$ cat config.mk
export PLATFORM = sky130hd
export DESIGN_NAME = norm_round_pipe
export DESIGN_NICKNAME = d
export VERILOG_FILES = /design/src/rtl/norm_round_pipe.sv
export SDC_FILE = /design/constraint.sdc
export NUM_CORES = 1
export LEC_CHECK = 0
export ABC_AREA = 1
export CORE_ASPECT_RATIO = 0.6
export CORE_UTILIZATION = 50
export CTS_CLUSTER_SIZE = 14
export DETAILED_ROUTE_END_ITERATION = 8
export PLACE_DENSITY = 0.74
export SETUP_SLACK_MARGIN = 0.05
export SYNTH_ARGS = -nofsm -noshare
export SYNTH_HDL_FRONTEND = slang
export SYNTH_SLANG_ARGS = --single-unit
$ cat constraint.sdc
create_clock -name clk -period 3.9 [get_ports clk]
set_input_delay 0.78 -clock clk [delete_from_list [all_inputs] [get_ports clk]]
set_output_delay 0.78 -clock clk [all_outputs]
set_load 0.005 [all_outputs]
$ cat src/rtl/norm_round_pipe.sv
// Two-stage normalize and round-to-nearest-even pipeline stage fed by the
// leading-zero detector; emits packed sign/exponent/fraction plus flags.
module norm_round_pipe #(
  parameter int WIDTH  = 24,
  parameter int EXP_W  = 8,
  parameter int FRAC_W = 7
) (
  input  logic                   clk,
  input  logic                   rst_n,
  input  logic                   in_valid,
  output logic                   in_ready,
  input  logic                   in_sign,
  input  logic [EXP_W+1:0]       in_exp,
  input  logic [WIDTH-1:0]       in_mant,
  input  logic [$clog2(WIDTH):0] in_lz,
  output logic                   out_valid,
  input  logic                   out_ready,
  output logic                   out_sign,
  output logic [EXP_W-1:0]       out_exp,
  output logic [FRAC_W-1:0]      out_frac,
  output logic [3:0]             out_flags
);

  localparam int EW  = EXP_W + 2;
  localparam int LZW = $clog2(WIDTH) + 1;
  localparam int KW  = FRAC_W + 1;
  localparam int LOW = WIDTH - KW;
  localparam logic [EW:0] EXP_MAX = (EW+1)'((2**EXP_W) - 1);

  if (WIDTH != 24 && WIDTH != 53) begin : g_bad_width
    $error("norm_round_pipe: WIDTH must be 24 or 53");
  end
  if (KW > WIDTH) begin : g_bad_frac
    $error("norm_round_pipe: FRAC_W+1 must not exceed WIDTH");
  end

  logic             s1_valid_q, s1_valid_d;
  logic             s1_sign_q,  s1_sign_d;
  logic [WIDTH-1:0] s1_norm_q,  s1_norm_d;
  logic [EW-1:0]    s1_exp_q,   s1_exp_d;
  logic             s1_zero_q,  s1_zero_d;

  logic             s2_valid_q, s2_valid_d;
  logic             s2_sign_q,  s2_sign_d;
  logic [WIDTH-1:0] s2_norm_q,  s2_norm_d;
  logic [EW-1:0]    s2_exp_q,   s2_exp_d;
  logic             s2_zero_q,  s2_zero_d;

  logic s1_adv, s2_adv, accept;

  always_comb begin
    s2_adv   = !s2_valid_q || out_ready;
    s1_adv   = !s1_valid_q || s2_adv;
    in_ready = rst_n && s1_adv;
    accept   = in_valid && in_ready;

    s1_valid_d = s1_valid_q;
    s1_sign_d  = s1_sign_q;
    s1_norm_d  = s1_norm_q;
    s1_exp_d   = s1_exp_q;
    s1_zero_d  = s1_zero_q;
    if (s1_adv) s1_valid_d = accept;
    if (accept) begin
      s1_sign_d = in_sign;
      s1_norm_d = in_mant << in_lz;
      s1_exp_d  = in_exp - EW'(in_lz);
      s1_zero_d = (in_lz == LZW'(WIDTH));
    end

    s2_valid_d = s2_valid_q;
    s2_sign_d  = s2_sign_q;
    s2_norm_d  = s2_norm_q;
    s2_exp_d   = s2_exp_q;
    s2_zero_d  = s2_zero_q;
    if (s2_adv) begin
      s2_valid_d = s1_valid_q;
      if (s1_valid_q) begin
        s2_sign_d = s1_sign_q;
        s2_norm_d = s1_norm_q;
        s2_exp_d  = s1_exp_q;
        s2_zero_d = s1_zero_q;
      end
    end
  end

  always_ff @(posedge clk) begin
    if (!rst_n) begin
      s1_valid_q <= 1'b0;
      s1_sign_q  <= 1'b0;
      s1_norm_q  <= '0;
      s1_exp_q   <= '0;
      s1_zero_q  <= 1'b0;
      s2_valid_q <= 1'b0;
      s2_sign_q  <= 1'b0;
      s2_norm_q  <= '0;
      s2_exp_q   <= '0;
      s2_zero_q  <= 1'b0;
    end else begin
      s1_valid_q <= s1_valid_d;
      s1_sign_q  <= s1_sign_d;
      s1_norm_q  <= s1_norm_d;
      s1_exp_q   <= s1_exp_d;
      s1_zero_q  <= s1_zero_d;
      s2_valid_q <= s2_valid_d;
      s2_sign_q  <= s2_sign_d;
      s2_norm_q  <= s2_norm_d;
      s2_exp_q   <= s2_exp_d;
      s2_zero_q  <= s2_zero_d;
    end
  end

  // Guard/sticky extraction depends on how many bits sit below the kept field.
  logic guard, sticky;
  if (LOW >= 2) begin : g_gs_full
    assign guard  = s2_norm_q[LOW-1];
    assign sticky = |s2_norm_q[LOW-2:0];
  end else if (LOW == 1) begin : g_gs_guard
    assign guard  = s2_norm_q[0];
    assign sticky = 1'b0;
  end else begin : g_gs_none
    assign guard  = 1'b0;
    assign sticky = 1'b0;
  end

  logic [KW-1:0] kept;
  logic [KW:0]   rounded;
  logic          round_up, inexact, carry, unused_hidden;
  logic [EW:0]   exp2;
  logic          exp_ovf, exp_unf;

  always_comb begin
    kept          = s2_norm_q[WIDTH-1 -: KW];
    round_up      = guard && (sticky || kept[0]);
    inexact       = guard || sticky;
    rounded       = {1'b0, kept} + (KW+1)'(round_up);
    carry         = rounded[KW];
    unused_hidden = rounded[FRAC_W];
    exp2          = {s2_exp_q[EW-1], s2_exp_q} + (EW+1)'(carry);
    exp_ovf       = !exp2[EW] && (exp2 >= EXP_MAX);
    exp_unf       = exp2[EW] || (exp2 == '0);
  end

  // Outputs are forced to zero whenever stage 2 is empty so reset clears them.
  always_comb begin
    out_valid = s2_valid_q;
    out_sign  = 1'b0;
    out_exp   = '0;
    out_frac  = '0;
    out_flags = '0;
    if (s2_valid_q) begin
      out_sign = s2_sign_q;
      if (s2_zero_q) begin
        out_flags = 4'b0001;
      end else if (exp_ovf) begin
        out_exp   = '1;
        out_flags = 4'b1010;
      end else if (exp_unf) begin
        out_flags = 4'b0111;
      end else begin
        out_exp   = exp2[EXP_W-1:0];
        out_frac  = rounded[FRAC_W-1:0];
        out_flags = {2'b00, inexact, 1'b0};
      end
    end
  end

endmodule

======== Yosys cells after proc, flatten, opt, wreduce, memory -nomap -nowiden ========
Index checks and enable logic that the tools add are counted.
storage, ports and cells
  flip-flop bits (word level) ............. 74
  bits in latches ......................... 0
  bits in writable memories ............... 0
  ROM bits ................................ 0
  input port bits ......................... 45
  output and inout bits ................... 22
  word-level logic and storage cells ...... 44
  memories kept ........................... 0
operators by class
  add/sub/neg operators ................... 3
  multipliers ............................. 0
  divide/modulo/power cells ............... 0
  magnitude comparators ................... 1
  equality and inequality tests ........... 1
  shifts and indexed selects .............. 1
  muxes and demuxes ....................... 13
  bitwise operators ....................... 0
  reductions and logical operators ........ 15
operator list
  kind                                                   count
  two-way mux 8 bit                                      4
  two-way mux 7 bit                                      4
  << shifter 24 x 6 -> 24 bit                            1
  OR reduction 15 bit                                    1
  two-way mux 4 bit                                      3
  adder 10 x 2 -> 11 bit                                 1
  >= comparator 11 x 8 -> 1 bit (second input constant)  1
  logical NOT 11 bit                                     1
  subtractor 10 x 6 -> 10 bit                            1
  adder 8 x 1 -> 9 bit                                   1
  equality test 6 x 5 -> 1 bit (second input constant)   1
  logical OR 1 bit                                       5
  logical AND 1 bit                                      4
  logical NOT 1 bit                                      3
  two-way mux 3 bit                                      1
  AND reduction 2 bit                                    1
  two-way mux 1 bit                                      1

======== Depth between registers and ports, before layout ========
  depth after elaboration ................. 11
  depth in mapped cells ................... 19
  gate-level depth less buffers ........... 19

======== Worst setup path after synthesis ========
No wires, ideal clock.
  kind .................................... reg-to-output
  from .................................... register s2_norm_q[15]
  to ...................................... output port out_frac[3]
  arrival time ............................ 2.503 ns
  data required time ...................... 3.120 ns
  setup slack ............................. 0.617 ns
  stages on the path, launching flop included .. 18
  buffers on the path ..................... 0
  cell sequence ........................... dfxtp_1 nand2_1 inv_1 ha_1 nand2_1 nor3_1 nand3_1 nor2_1 ha_1 ha_1 inv_1 nor2_2 nand3_1 nand2_1 nand2_1 nor2_4 nand2_2 nor3_1
between the ends
  word-level cells in the longest chain between the ends .. 9
  elaborated cells between the ends (all ways) .. 12
  classes of those cells .................. 2 x add/sub; 1 x order compare; 4 x mux; 5 x reduce/logical
ends and longest elaborated chain
  item                                                                            RTL line  source
  from (decl)                                                                     45        logic [WIDTH-1:0] s2_norm_q, s2_norm_d;
  from (signal assigned)                                                          106       s2_norm_q <= s2_norm_d;
  logical AND 1 bit *                                                             133       round_up = guard && (sticky || kept[0]);
  adder 8 x 1 -> 9 bit *                                                          135       rounded = {1'b0, kept} + (KW+1)'(round_up);
  parallel branches: the longest is 4 deep, another holds adder 10 x 2 -> 11 bit  --
  two-way mux 7 bit *                                                             154       end else if (exp_ovf) begin
  two-way mux 7 bit *                                                             152       if (s2_zero_q) begin
  two-way mux 7 bit *                                                             150       if (s2_valid_q) begin
  to (decl)                                                                       20        output logic [FRAC_W-1:0] out_frac,
Mark *: on every way between the ends.

======== Final worst setup path ========
  from .................................... register s2_norm_q[15]
  to ...................................... output port out_frac[2]
Same word-level chain as after synthesis.

==> run_results.csv <==
group,metric,value,unit
logic_synthesis,synth_seq_cells,74,
timing,rsz0062_at_grt,"true",
global_routing,antenna_found_initial,0,
clocking,clk_latency,0.33,ns
layout,syn2layout_area_growth,28.30,%
logic_synthesis,synth_area_per_cell,6.175,um2
timing,min_period,3.852,ns
floorplanning,core-area,8783,um2
global_routing,grt_overflow,0,
placed_design,place.gp.congestion,0.9791,
layout,drive_gt1_share,12.77,%
pwr,combPwrFrac,20.6,%
layout,num-fill-cells,796,
layout,nets,880,
setup_path,worst-setup-path-type,"reg2out",
pwr,power.leakage,2.697,nW
clocking,clk_pin_slew,0.06,ns
timing,maxSlewHeadroom,49.82,%
timing,period_share,98.76,%
clocking,cts_htree_levels,3,
pwr,p_switching,609.1,uW
routing,firstDrtPassIters,5,
floorplanning,fp-row-count,26,
clocking,cts_sinks,74,
setup_path,cp_max_fo,4,
pwr,clkPwrFrac,40.6,%
timing,max_freq,0.2596,GHz
setup_path,cp_data_required_time,3.12,ns
hold_path,hold_path.class,"reg2reg",
timing,finalSetupViolCount,0,
logic_synthesis,yosys.area.top_type_share,31.61,%
timing,setup-tns-final,0,ns
logic_synthesis,ys_seq_area_share,31.61,%
clocking,cts_buffer_depth,2,
clocking,root_buffer,"clkbuf_16",
pwr,switching_share,28.93,%
setup_path,slowest_delay,0.33,ns
routing,wl_per_cell,14.49,um
timing,tightest_slew,0.7518,ns
layout,insertedDiodeCount,0,
timing,clock_skew,0.005008,ns
floorplanning,die_area,9778,um2
timing,report.final.slew_viol_count,0,
logic_synthesis,yosysWarnings,0,
logic_synthesis,netlist-cell-type-count,35,
layout,final_core_util,68.46,%
routing,drt_iter0_markers,466,
pwr,seq_power_share,38.8,%
pwr,powerDensity,350.1,nW/um2
global_routing,grt_pass1_wl,22500,um
layout,most-common-layout-cells,"184 x nand2_1, 123 x nand3_1, 87 x nor2_1, 72 x dfxtp_1, 57 x o21ai_0",
layout,final_common_cell,"nand2_1",
setup_path,cp-end-kind,"output port",
logic_synthesis,synthesis.nets,814,
outcome,status,"completed",
clocking,cts_buffers,9,
pwr,intPower,1.496,mW
clocking,cts_hold_buf,0,
logic_synthesis,yosys-top-cells-area,"dfxtp_1 32%, nand2_1 15%, nand3_1 14%",
setup_path,cp_cell_sequence,"nand2_2 -> inv_2 -> ha_4 -> nand2_4 -> nor3_4 -> nand3_2 -> nor2_1 -> ha_2 -> ha_4 -> inv_4 -> nor2_4 -> nand3_2 -> nand2_2 -> nand2_4 -> nor2_4 -> buf_6 -> nand3_4 -> buf_6 -> nor3_2 -> buf_2",
routing,drc,0,
setup_path,worstPathArrival,3.07,ns
global_routing,grtUsageTotal,28.53,%
logic_synthesis,synth_largest_area_cell,"dfxtp_1",
floorplanning,pin_count,67,
logic_synthesis,syn_inst,759,
routing,ant_nets,0,
global_routing,grt_pass1_vias,4819,
job,cap_viol_max_count,0,
timing,hold_viol_final,0,
routing,routed_wl,13650,um
placed_design,hpwlAfterDp,9882,um
floorplanning,start_util,53.36,%
setup_path,critPathSlowestCell,"dfxtp_2",
placed_design,port_buffers,66,
setup_path,startpoint_type,"flop",
routing,vias_per_cell,5.639,
floorplanning,dieWidth,127.0,um
logic_synthesis,synthesis.area,4687,um2
global_routing,grt_start_max_net_pins,52,
floorplanning,die_y,77.00,um
routing,vias,5312,
clocking,cts_tree,"built",
pwr,peakVddDrop,300.8,uV
## through the flow
step	cells	hold slack [ns]	setup WS, ns	instance area, um2	total power, mW
floorplan	759	0.4302	0.6175	4687	1.084
global placement	912	0.4522	0.1071	5410	1.207
detailed placement	912	0.4537	-0.02269	5410	1.214
CTS	935	0.4638	-0.1050	5871	2.082
global route	942	0.4792	-0.08992	6013	2.202
finish	942	0.4634	0.04819	6013	2.105
## cell type report
cell class | count | area (um2) | share of cell area [%]
Multi-Input combinational cell | 590 | 3020 | 50.23
Sequential cell | 74 | 1484 | 24.68
Timing Repair Buffer | 93 | 838.3 | 13.94
Clock buffer | 11 | 252.7 | 4.203
Inverter | 57 | 216.5 | 3.600
Tap cell | 112 | 140.1 | 2.330
Clock inverter | 5 | 61.31 | 1.020
## logic make-up (layout without fill, tap and decap cells)
logic type / count (synthesis) / count (layout) / synth area share (%)
xor+xnor: 5 / 5 / 0.9343
simple gates: 451 / 451 / 42.37
fa+ha+maj: 10 / 10 / 2.830
compound gates: 124 / 124 / 13.96
flops: 74 / 74 / 31.61
buf+inv: 95 / 166 / 8.302
## worst max-delay path: cells and delay by family, from the launching register on
| kind | cells | cell delay [ns] |
|---|---|---|
| adder cells (fa/ha/maj) | 3 | 0.53 |
| AND/OR/NAND/NOR | 12 | 1.33 |
| flip-flops | 1 | 0.33 |
| buffers and inverters | 5 | 0.54 |
## synthesized netlist by cell type, drive strengths merged
master,instances
nor2,100
dfxtp,74
o21ai,60
a31oi,1
ha,9
buf,14
inv,56
xor2,4
nor4,1
fa,1
nand3,133
clkbuf,24
xnor2,1
nor3,8
o41ai,1
a2bb2oi,1
clkinv,1
or2,3
nand4,9
nand2,197
o31ai,2
o211ai,8
a21oi,51
## path summary, 6_finish.rpt
| kind | startpoint | to | slack (ns) | depth (start not counted) |
|---|---|---|---|---|
| worst max-delay path | s2_norm_q[15]$_SDFFE_PN0P_ | out_frac[2] | 0.05 | 20 |
| worst min-delay path | s1_norm_q[7]$_SDFFE_PN0P_ | s1_norm_q[7]$_SDFFE_PN0P_ | 0.46 | 2 |
| worst min register to register | s1_norm_q[7]$_SDFFE_PN0P_ | s1_norm_q[7]$_SDFFE_PN0P_ | 0.46 | 2 |
| worst max register to register | out_valid$_SDFFE_PN0P_ | s2_norm_q[7]$_SDFFE_PN0P_ | 2.10 | 5 |
## power by group through the flow
stage | Combinational (mW) | Clock, mW | Sequential [mW]
4_1_cts | 0.403 | 0.863 | 0.816
3_5_place_dp | 0.383 | 0 | 0.832
2_1_floorplan | 0.259 | 0 | 0.825
5_1_grt | 0.481 | 0.900 | 0.821
6_report | 0.434 | 0.855 | 0.817
3_3_place_gp | 0.377 | 0 | 0.830
## registers in the layout, indices dropped and copies added (netlist names)
signal	cells
out_valid	1
s1_exp_q	10
s1_norm_q	24
s1_sign_q	1
s1_valid_q	1
s1_zero_q	1
s2_exp_q	10
s2_norm_q	24
s2_sign_q	1
s2_zero_q	1
## layer usage
layer  global-route usage, %  vias up  routed length, um
met4                   5.595        0                 89
met1                   39.46     2488               6471
li1                        -     2645                  -
met2                   45.82      166               6168
met5                       0        -                  0
met3                   5.932       13                919
## repair_timing
item | in CTS | in global routing
pin swaps | 16 | 16
resized for setup | 50 | 41
setup endpoints to repair | 19 | 19
setup buffers | 7 | 7
No activity file was read; power rests on OpenSTA's default activity.
